$ cat src/rtl/s_axis_cc_arbiter_pkg.sv
// Shared types and constants for the CC completion-stream arbiter.
// The tuser width matches the downstream CC adapter.
package s_axis_cc_arbiter_pkg;

  localparam int unsigned CC_USER_W = 4;

  typedef enum logic {
    ST_IDLE = 1'b0,
    ST_BUSY = 1'b1
  } arb_state_e;

endpackage

$ cat src/rtl/axis_reg_slice.sv
// Single-entry AXI-Stream register slice: one cycle of latency,
// full throughput while the consumer is ready, holds when stalled.
module axis_reg_slice #(
  parameter int unsigned W = 8
) (
  input  logic         clk_i,
  input  logic         rst_i,
  input  logic         in_valid_i,
  input  logic [W-1:0] in_data_i,
  output logic         in_ready_o,
  output logic         out_valid_o,
  output logic [W-1:0] out_data_o,
  input  logic         out_ready_i
);

  logic         valid_q;
  logic [W-1:0] data_q;
  logic         load_en;

  assign load_en    = !valid_q || out_ready_i;
  assign in_ready_o = load_en;

  always_ff @(posedge clk_i or posedge rst_i) begin
    if (rst_i) begin
      valid_q <= 1'b0;
      data_q  <= '0;
    end else if (load_en) begin
      valid_q <= in_valid_i;
      if (in_valid_i) data_q <= in_data_i;
    end
  end

  assign out_valid_o = valid_q;
  assign out_data_o  = data_q;

endmodule

$ cat src/rtl/s_axis_cc_arbiter.sv
// Packet-granular round-robin merge of two CC completion streams
// into one registered AXI-Stream output.
module s_axis_cc_arbiter
  import s_axis_cc_arbiter_pkg::*;
#(
  parameter int unsigned DATA_WIDTH = 512,
  parameter int unsigned KEEP_WIDTH = DATA_WIDTH / 8
) (
  input  logic                  user_clk,
  input  logic                  user_reset,
  input  logic [DATA_WIDTH-1:0] s0_axis_cc_tdata,
  input  logic [KEEP_WIDTH-1:0] s0_axis_cc_tkeep,
  input  logic                  s0_axis_cc_tlast,
  input  logic [CC_USER_W-1:0]  s0_axis_cc_tuser,
  input  logic                  s0_axis_cc_tvalid,
  output logic                  s0_axis_cc_tready,
  input  logic [DATA_WIDTH-1:0] s1_axis_cc_tdata,
  input  logic [KEEP_WIDTH-1:0] s1_axis_cc_tkeep,
  input  logic                  s1_axis_cc_tlast,
  input  logic [CC_USER_W-1:0]  s1_axis_cc_tuser,
  input  logic                  s1_axis_cc_tvalid,
  output logic                  s1_axis_cc_tready,
  output logic [DATA_WIDTH-1:0] m_axis_cc_tdata,
  output logic [KEEP_WIDTH-1:0] m_axis_cc_tkeep,
  output logic                  m_axis_cc_tlast,
  output logic [CC_USER_W-1:0]  m_axis_cc_tuser,
  output logic                  m_axis_cc_tvalid,
  input  logic                  m_axis_cc_tready,
  output logic                  busy,
  output logic [1:0]            grant
);

  localparam int unsigned PW = DATA_WIDTH + KEEP_WIDTH + CC_USER_W + 1;

  arb_state_e    state_q;
  logic          rr_q;
  logic [1:0]    grant_q;
  logic          rdy_q;

  logic          sel;
  logic          own_v;
  logic          own_last;
  logic          en;
  logic          acc;
  logic          load_en;
  logic [PW-1:0] in_data;
  logic [PW-1:0] out_data;

  // In BUSY the owner is locked; in IDLE rr only breaks ties.
  always_comb begin
    sel = 1'b0;
    if (state_q == ST_BUSY)
      sel = grant_q[1];
    else if (s0_axis_cc_tvalid && s1_axis_cc_tvalid)
      sel = rr_q;
    else
      sel = s1_axis_cc_tvalid;
  end

  assign own_v    = sel ? s1_axis_cc_tvalid : s0_axis_cc_tvalid;
  assign own_last = sel ? s1_axis_cc_tlast  : s0_axis_cc_tlast;

  assign en = rdy_q && load_en &&
              ((state_q == ST_BUSY) ||
               s0_axis_cc_tvalid || s1_axis_cc_tvalid);

  assign s0_axis_cc_tready = en && !sel;
  assign s1_axis_cc_tready = en && sel;
  assign acc               = en && own_v;

  assign in_data = sel
    ? {s1_axis_cc_tdata, s1_axis_cc_tkeep,
       s1_axis_cc_tuser, s1_axis_cc_tlast}
    : {s0_axis_cc_tdata, s0_axis_cc_tkeep,
       s0_axis_cc_tuser, s0_axis_cc_tlast};

  always_ff @(posedge user_clk or posedge user_reset) begin
    if (user_reset) begin
      state_q <= ST_IDLE;
      rr_q    <= 1'b0;
      grant_q <= 2'b00;
      rdy_q   <= 1'b0;
    end else begin
      rdy_q <= 1'b1;
      if (acc) begin
        if (own_last) begin
          state_q <= ST_IDLE;
          grant_q <= 2'b00;
          rr_q    <= !sel;
        end else if (state_q == ST_IDLE) begin
          state_q <= ST_BUSY;
          grant_q <= sel ? 2'b10 : 2'b01;
        end
      end
    end
  end

  axis_reg_slice #(.W(PW)) u_out (
    .clk_i       (user_clk),
    .rst_i       (user_reset),
    .in_valid_i  (acc),
    .in_data_i   (in_data),
    .in_ready_o  (load_en),
    .out_valid_o (m_axis_cc_tvalid),
    .out_data_o  (out_data),
    .out_ready_i (m_axis_cc_tready)
  );

  assign {m_axis_cc_tdata, m_axis_cc_tkeep,
          m_axis_cc_tuser, m_axis_cc_tlast} = out_data;

  assign busy  = (state_q == ST_BUSY);
  assign grant = grant_q;

endmodule

$ cat config.mk
export PLATFORM = sky130hd
export DESIGN_NAME = s_axis_cc_arbiter
export DESIGN_NICKNAME = d
export VERILOG_FILES = /design/src/rtl/s_axis_cc_arbiter_pkg.sv /design/src/rtl/axis_reg_slice.sv /design/src/rtl/s_axis_cc_arbiter.sv
export SDC_FILE = /design/constraint.sdc
export NUM_CORES = 1
export LEC_CHECK = 0
export CAP_MARGIN = 10
export CORE_AREA = 2 2 689 691
export CTS_CLUSTER_DIAMETER = 60
export DETAILED_ROUTE_END_ITERATION = 10
export DIE_AREA = 0 0 691 693
export GPL_TIMING_DRIVEN = 0
export REMOVE_ABC_BUFFERS = 1
export SLEW_MARGIN = 20
export SYNTH_ARGS = -nofsm -noshare
export SYNTH_HDL_FRONTEND = slang
export SYNTH_HIERARCHICAL = 1
export SYNTH_SLANG_ARGS = --single-unit
$ cat constraint.sdc
create_clock -name user_clk -period 18.84 [get_ports user_clk]
set_clock_uncertainty 0.1 [all_clocks]
set_input_delay 1.884 -clock user_clk [delete_from_list [all_inputs] [get_ports user_clk]]
set_output_delay 1.884 -clock user_clk [all_outputs]
set_load 0.02 [all_outputs]
Word level (Yosys, flattened, before mapping)
Cells that the tools add are included.

Word-level logic and storage cells: 30. Input port bits: 1167. Register bits after elaboration: 587. Output and inout bits: 587.

Eq/ne operators: 1. Reduce and logical (&&, ||, !) cells: 14. Multiplexer cells: 9.

Operator list (number): 581-bit 2-to-1 mux (1); 1-bit logical AND (6); 2-bit 2-to-1 mux (3); 2-bit AND reduction (3); 1-bit 2-to-1 mux (5); 1-bit logical OR (3); 1-bit logical NOT (2); 2-bit by 1-bit != test with 1-bit output (second input constant) (1).

Longest topological paths before layout
Gate-level depths: netlist (run 1).

Word-level depth: 6. Depth in mapped cells: 8. Depth with buffers taken out: 5.

Hierarchy
Netlist (run 1), hierarchy kept.

By module, submodules not included: axis_reg_slice (times used 1, cells an instance 1231, area each 21963.6 um^2, seq. area each 14564.0 um^2); s_axis_cc_arbiter (times used 1, cells an instance 1900, area each 7626.1 um^2, seq. area each 125.1 um^2).

Least setup slack after synthesis (run 1)
OpenSTA, ideal clock, no wires.

Path type: input to output. Start: in s0_axis_cc_tvalid. End: out s1_axis_cc_tready. Data arrival time: 2.821 ns. Cell stages on the path: 5. Data required time: 16.856 ns. Slack: 14.035 ns. Cell sequence: nor2b_2 o21a_1 buf_4 buf_2 nor2_1.

Word-level cells in the longest chain between the ends: 4. Elaborated cells on any way between the ends: 7.

Ends and longest elaborated chain: start, declared (RTL line s_axis_cc_arbiter.sv:15) `input logic s0_axis_cc_tvalid,`; 1-bit logical AND or 1-bit logical OR (tied branches) (RTL line s_axis_cc_arbiter.sv:54, s_axis_cc_arbiter.sv:64); 1-bit 2-to-1 mux or 1-bit logical OR (tied branches) (RTL line s_axis_cc_arbiter.sv:54, s_axis_cc_arbiter.sv:65); 1-bit 2-to-1 mux or 1-bit logical AND (tied branches) (RTL line s_axis_cc_arbiter.sv:52, s_axis_cc_arbiter.sv:63); 1-bit logical AND (*) (RTL line s_axis_cc_arbiter.sv:68) `assign s1_axis_cc_tready = en && sel;`; end, declared (RTL line s_axis_cc_arbiter.sv:22) `output logic s1_axis_cc_tready,`.

Every way passes the cells marked *; elsewhere a longest branch is shown, timed or not.

Final worst setup path (run 1)
Start: in s0_axis_cc_tvalid. End: out s0_axis_cc_tready.

Word-level cells in the longest chain between the ends: 5. Elaborated cells on any way between the ends: 8.

Ends and longest elaborated chain: 1-bit logical AND (RTL line s_axis_cc_arbiter.sv:54) `else if (s0_axis_cc_tvalid && s1_axis_cc_tvalid)`; 1-bit 2-to-1 mux (RTL line s_axis_cc_arbiter.sv:54); 1-bit 2-to-1 mux (RTL line s_axis_cc_arbiter.sv:52) `if (state_q == ST_BUSY)`; 1-bit logical NOT (RTL line s_axis_cc_arbiter.sv:67) `assign s0_axis_cc_tready = en && !sel;`; 1-bit logical AND (*) (RTL line s_axis_cc_arbiter.sv:67); end, declared (RTL line s_axis_cc_arbiter.sv:16) `output logic s0_axis_cc_tready,`.

Marks and branches as above.

==> out/results.ini, run 1 <==
[setup_path]
cpMostUsedCell = buf_16
worstPathMaxFanout = 22
critPathKind = input pin to primary output
path_delay_family = buffers and inverters
reg2reg_setup_slack_ps = 14560
path_cells = clkdlybuf4s50_1, nor2b_2, o21ai_4, buf_16, buf_16, buf_16, nor2_1, clkdlybuf4s50_1
end_kind = primary output
crit_buf_inv = 5
start_kind = input pin
reg2reg_to = u_out/out_data_o[357]
reg2regPathDepth = 9
max_stage_delay_ps = 690
crit_required_ps = 16860
crit_path_start = s0_axis_cc_tvalid
arrival_ps = 4570
cp_slowest_cell = o21ai_4
rr_startpoint = u_out/out_valid_o

[clocking]
cts_tree = built
cts_sinks = 587
clk_latency_ps = 830
cts_resized = 0
htreeDepth = 3
cts-buffers-inserted = 108
cts_setup_buffers = 0
cts_root_buffer = clkbuf_16
clk_pin_slew_worst_paths_ps = 50
clockBufferDepth = 4
cts_hold_buf = 0

[drt]
drc = 0
vias = 31900
drt_iter0_markers = 2159
dr.pass1.iters = 5
wl_per_cell_microns = 31.2
wl_microns = 353000
viasPerCell = 2.82
antenna_left = 0

[timing]
slew_headroom_pct = 33.3
fin_crit_sh_pct = 34.8
max_freq_mhz = 153
hold_violations = 0
rsz0062_at_grt = no
setup_viol = 0
worst_slew_pin_slew_ps = 997
finalCriticalPeriod_ps = 6550
finalSetupTns_ps = 0
drv_slew = 0
fin_ws_ps = 12290

[yosys]
synth_xor_area_share_pct = 0
ys_types = 26
synth_fa_ha_area_share_pct = 0
netlist_instances = 3131
synth_compound_area_share_pct = 0.300
ys_ff_latch = 587
synth_mux_area_share_pct = 23.4
ys_seq_area_share_pct = 49.6
synth_area_sq_um = 29600
avgSynthCellArea_sq_um = 9.45
synthSimpleGateAreaFrac_pct = 22.3
synth_top_family_by_area = multiplexers
synth_warnings = 6

[final_layout]
syn2layout_area_growth_pct = 99.9
final_cells = 11300
nets = 6024
mostFrequentLayoutCell = clkdlybuf4s50_1
layout_common_cells = clkdlybuf4s50_1, nand2_1, dfrtp_1, mux2_2, clkbuf_16
drive_gt1_share_pct = 16.7
stdcell_area_sq_um = 59200

[global_route]
antenna_found_initial = 481
grt_pass1_wl_microns = 421000
overflow = 0
track_usage_pct = 14.2
first_global_vias = 30700
grt_max_degree = 89

[floorplan]
start_util_pct = 6.27
core_sq_um = 472000
die_y_microns = 693
rows = 253
die-width_microns = 691
die_area_sq_um = 479000
io_pins = 1754

[pwr]
p_comb_share_pct = 54.6
p_seq_share_pct = 23.9
power.density_nw_per_um2 = 159
ir_drop_uv = 103
p_leak_uw = 0.0244
finalPower_uw = 9400
switching_share_pct = 42.4
power_frac_clock_pct = 21.6
p_switching_uw = 3980
intPower_uw = 5420

[hold_path]
hold_start = u_out/out_data_o[62]
hp-class = flip-flop to flip-flop
hold_depth = 1
min_to = u_out/out_data_o[62]

[flow_run]
drv_cap = 0

[status]
status = finished clean

[placed_design]
io_buffers = 1753
gp_congestion = 0.957
detailed_place_hpwl_microns = 318000
dpl-instance-area_sq_um = 55200
placedCellCount = 11000
pre_cts_ws_ps = 12300

worst max-delay path by stage:
stage,end,slack (ps),cells after the start
finish,s0_axis_cc_tready,12290,8
global route,s0_axis_cc_tready,12180,8
CTS,s0_axis_cc_tready,12280,8
detailed placement,s0_axis_cc_tready,12300,8
global placement,u_out/out_data_o[128],-11910,2
floorplan,u_out/out_data_o[0],570,1
sequential cells by signal, indices dropped and copies added (netlist names):
name,cells
grant,2
u_out/out_valid_o,1
u_out/out_data_o,581
rr_q,1
rdy_q,1
busy,1
power by group through the flow:
stage,Sequential (uW),Clock (uW),Combinational [uW]
floorplan,3020,0,2190
global placement,2240,0,6370
detailed placement,2250,0,5250
CTS,2240,2110,5270
global route,2320,2130,5440
finish,2240,2030,5130
layout make-up:
class	instances	area (sq um)
antenna	142	355
clock buffer	133	2920
clock inverter	60	667
fill	54000	413000
inverter	3	18.8
multi-input combinational	2348	13600
sequential	587	14700
tap	6247	7820
timing repair buffer	1809	19100
routing by layer:
| metal | track usage (%) | wire [microns] | vias to the layer above |
|---|---|---|---|
| met5 | 0 | 2080 | - |
| met4 | 3.94 | 13400 | 310 |
| met3 | 11.6 | 61900 | 1008 |
| met2 | 22.0 | 152000 | 2137 |
| met1 | 14.6 | 124000 | 14800 |
| li1 | - | - | 13600 |
cell usage after synthesis:
| master | number | share of area, % |
|---|---|---|
| o311ai_0 | 1 | 0.030 |
| mux2_2 | 491 | 19 |
| buf_2 | 83 | 1.4 |
| inv_1 | 3 | 0.038 |
| nand2_1 | 1742 | 22 |
| nor2b_2 | 1 | 0.030 |
| o21bai_1 | 1 | 0.025 |
| nand2_2 | 1 | 0.021 |
| a311oi_1 | 1 | 0.030 |
| o2bb2ai_1 | 2 | 0.059 |
| mux2_4 | 91 | 4.6 |
| nand2b_1 | 1 | 0.021 |
| buf_4 | 96 | 2.4 |
| o21ai_0 | 1 | 0.017 |
| o21a_1 | 1 | 0.025 |
| dfrtp_1 | 587 | 50 |
| buf_6 | 12 | 0.46 |
| nor2_1 | 4 | 0.051 |
| o21ai_2 | 1 | 0.030 |
| clkbuf_1 | 2 | 0.025 |
| o211ai_1 | 1 | 0.025 |
| nand2b_4 | 2 | 0.093 |
| mux2i_1 | 2 | 0.068 |
| conb_1 | 1 | 0.013 |
| a21oi_1 | 2 | 0.034 |
| o31ai_1 | 1 | 0.025 |
cell families (layout without fill, tap and decap cells):
logic type,count (synthesis),count (layout)
muxes,584,584
AOI/OAI and AO/OA,12,12
buffers and inverters,196,2005
and+or+nand+nor,1751,1751
other,1,143
DFF,587,587
stage by stage:
stage               hold WS [ps]  utilization (%)
floorplan                    469                -
global placement             387             11.4
detailed placement           391             11.7
CTS                          403             12.5
global route                 407             12.5
finish                       402             12.5
Note: power is estimated with default switching activity, not from simulation.
==> run 2, diff against run 1 <==
--- a/config.mk
+++ b/config.mk
@@ -6,10 +6,10 @@
 export NUM_CORES = 1
 export LEC_CHECK = 0
 export CAP_MARGIN = 10
-export CORE_AREA = 2 2 689 691
+export CORE_AREA = 2 2 681 683
 export CTS_CLUSTER_DIAMETER = 60
 export DETAILED_ROUTE_END_ITERATION = 10
-export DIE_AREA = 0 0 691 693
+export DIE_AREA = 0 0 683 685
 export GPL_TIMING_DRIVEN = 0
 export REMOVE_ABC_BUFFERS = 1
 export SLEW_MARGIN = 20
==> constraint.sdc (replaced) <==
create_clock -name user_clk -period 6.5 [get_ports user_clk]
set_clock_uncertainty 0.1 [all_clocks]
set_input_delay 0.65 -clock user_clk [delete_from_list [all_inputs] [get_ports user_clk]]
set_output_delay 0.65 -clock user_clk [all_outputs]
set_load 0.02 [all_outputs]
==> out/results.ini, run 2 (synthesis results as in run 1) <==
[status]
status = finished clean

[drt]
drc = 0  ; unchanged
antenna_left = 0  ; unchanged
viasPerCell = 2.89  ; +2.6%
wl_per_cell_microns = 32.3  ; +3.7%
vias = 32500  ; +1.8%
wl_microns = 364000  ; +2.9%
dr.pass1.iters = 5  ; unchanged
drt_iter0_markers = 2411  ; +12%

[floorplan]
io_pins = 1754  ; unchanged
die-width_microns = 683  ; -1.2%
die_y_microns = 685  ; -1.2%
die_area_sq_um = 468000  ; -2.3%
core_sq_um = 461000  ; -2.3%
start_util_pct = 6.41  ; +0.15 points
rows = 250  ; -1.2%

[timing]
worst_slew_pin_slew_ps = 1080  ; +81.3 ps
fin_ws_ps = 2550  ; -9730 ps
setup_viol = 0  ; unchanged
finalCriticalPeriod_ps = 3950
hold_violations = 0  ; unchanged
fin_crit_sh_pct = 60.8
max_freq_mhz = 253
slew_headroom_pct = 27.9  ; -5.4 points
rsz0062_at_grt = no
drv_slew = 0  ; unchanged

[setup_path]
reg2reg_to = u_out/out_data_o[298]
reg2regPathDepth = 8  ; -1
end_kind = flip-flop
worstPathMaxFanout = 59  ; +170%
reg2reg_setup_slack_ps = 2550  ; -12010 ps
critPathKind = flip-flop to flip-flop
critical_path.endpoint = u_out/out_data_o[298]
rr_startpoint = u_out/out_valid_o
crit_required_ps = 7060  ; -9800 ps
arrival_ps = 4510  ; -60 ps
start_kind = flip-flop
crit_path_start = u_out/out_valid_o

[clocking]
cts_sinks = 587  ; unchanged
cts_root_buffer = clkbuf_16
cts_setup_buffers = 0  ; unchanged
clk_pin_slew_worst_paths_ps = 60  ; about the same
htreeDepth = 3  ; unchanged
cts_resized = 0  ; unchanged
clk_latency_ps = 860  ; +30 ps
cts-buffers-inserted = 109  ; +0.93%
clockBufferDepth = 4  ; unchanged
cts_tree = built

[pwr]
power.density_nw_per_um2 = 471  ; +200%
finalPower_uw = 27900  ; +200%
ir_drop_uv = 237  ; +130%
p_leak_uw = 0.0244  ; +0.28%

[final_layout]
mostFrequentLayoutCell = clkdlybuf4s50_1
final_cells = 11200  ; -0.73%
nets = 6027  ; +0.050%
n_fill_cell = 52600  ; -2.5%
largest_reg_flops = 581  ; unchanged
final_util_pct = 12.8  ; +0.31 points
drive_gt1_share_pct = 16.8  ; +0.047 points
layout_common_cells = clkdlybuf4s50_1, nand2_1, dfrtp_1, mux2_2, clkbuf_16
syn2layout_area_growth_pct = 100  ; about the same

[hold_path]
hp-class = input pin to flip-flop

[flow_run]
drv_cap = 0  ; unchanged

[placed_design]
io_buffers = 1753  ; unchanged
gp_congestion = 0.998  ; +4.2%
placedCellCount = 10900  ; -0.65%
pre_cts_ws_ps = 1940  ; -10360 ps
detailed_place_hpwl_microns = 328000  ; +2.9%

[global_route]
grt_pass1_wl_microns = 427000  ; +1.5%
overflow = 0  ; unchanged
track_usage_pct = 14.9  ; +0.70 points
grt_max_degree = 89  ; unchanged
antenna_found_initial = 535  ; +11%
first_global_vias = 30600  ; -0.28%

-- run 2: changes by cell type in the layout (fill, tap and decap cells not counted), moves of 4 or more --
cell / previous run / this run
inv_8: 7 / 11
clkinv_8: 0 / 4
inv_6: 19 / 13
diode_2: 142 / 128
-- run 2: report_power, final --
group / total [uW] / switching [uW] / internal [uW]
clock network: 6020 / 2420 / 3600
registers: 6490 / 974 / 5520
logic: 15400 / 8690 / 6710
-- run 2: what timing repair did --
item / 4_1_cts / 5_1_grt
hold buffers: 1 / 0
endpoints found under the hold margin: 5 / 0
setup endpoints to repair: 0 / 0
-- run 2: worst min path at each step --
stage,from,to,slack (ps),cells past startpoint
CTS,s0_axis_cc_tdata[263],u_out/out_data_o[332],250,4
floorplan,user_reset,busy,330,1
global placement,u_out/out_data_o[473],u_out/out_data_o[473],390,1
detailed placement,u_out/out_data_o[323],u_out/out_data_o[323],390,1
finish,s0_axis_cc_tdata[263],u_out/out_data_o[332],360,4
global route,s0_axis_cc_tdata[165],u_out/out_data_o[234],300,4
-- run 2: critical path, stage by stage (launching register included) --
cell and delay [ps]:
dfrtp_1 400, nand2b_4 190, o211ai_1 150, a21oi_1 700, nand2_8 520, buf_16 390, buf_16 290, buf_16 310
mux2_4 350
-- run 2: cell type report --
type / instances / area (sq um) / share of cell area, %
sequential: 587 / 14700 / 24.8
antenna: 128 / 320 / 0.541
inverter: 3 / 18.8 / 0.0317
clock buffer: 132 / 2950 / 4.97
clock inverter: 63 / 777 / 1.31
timing repair buffer: 1811 / 19100 / 32.3
tap: 6174 / 7720 / 13.0
multi-input combinational: 2348 / 13600 / 23.0
-- run 2: per-stage QoR --
stage / TNS [ps] / hold slack, ps / cell area (sq um)
final: 0 / 364 / 59200
after global routing: 0 / 296 / 59000
after CTS: 0 / 245 / 58900
after detailed placement: 0 / 391 / 55200
after global placement: - / 387 / 53600
after floorplan: -9451010 / 329 / 28300
-- run 2: per-layer routing --
| layer | vias to the layer above | wire length (microns) | global-route usage, % |
|---|---|---|---|
| li1 | 13700 | - | - |
| met1 | 15100 | 118000 | 14.4 |
| met2 | 2201 | 162000 | 23.8 |
| met3 | 1166 | 66900 | 12.3 |
| met4 | 390 | 14200 | 4.44 |
| met5 | - | 2580 | 0 |
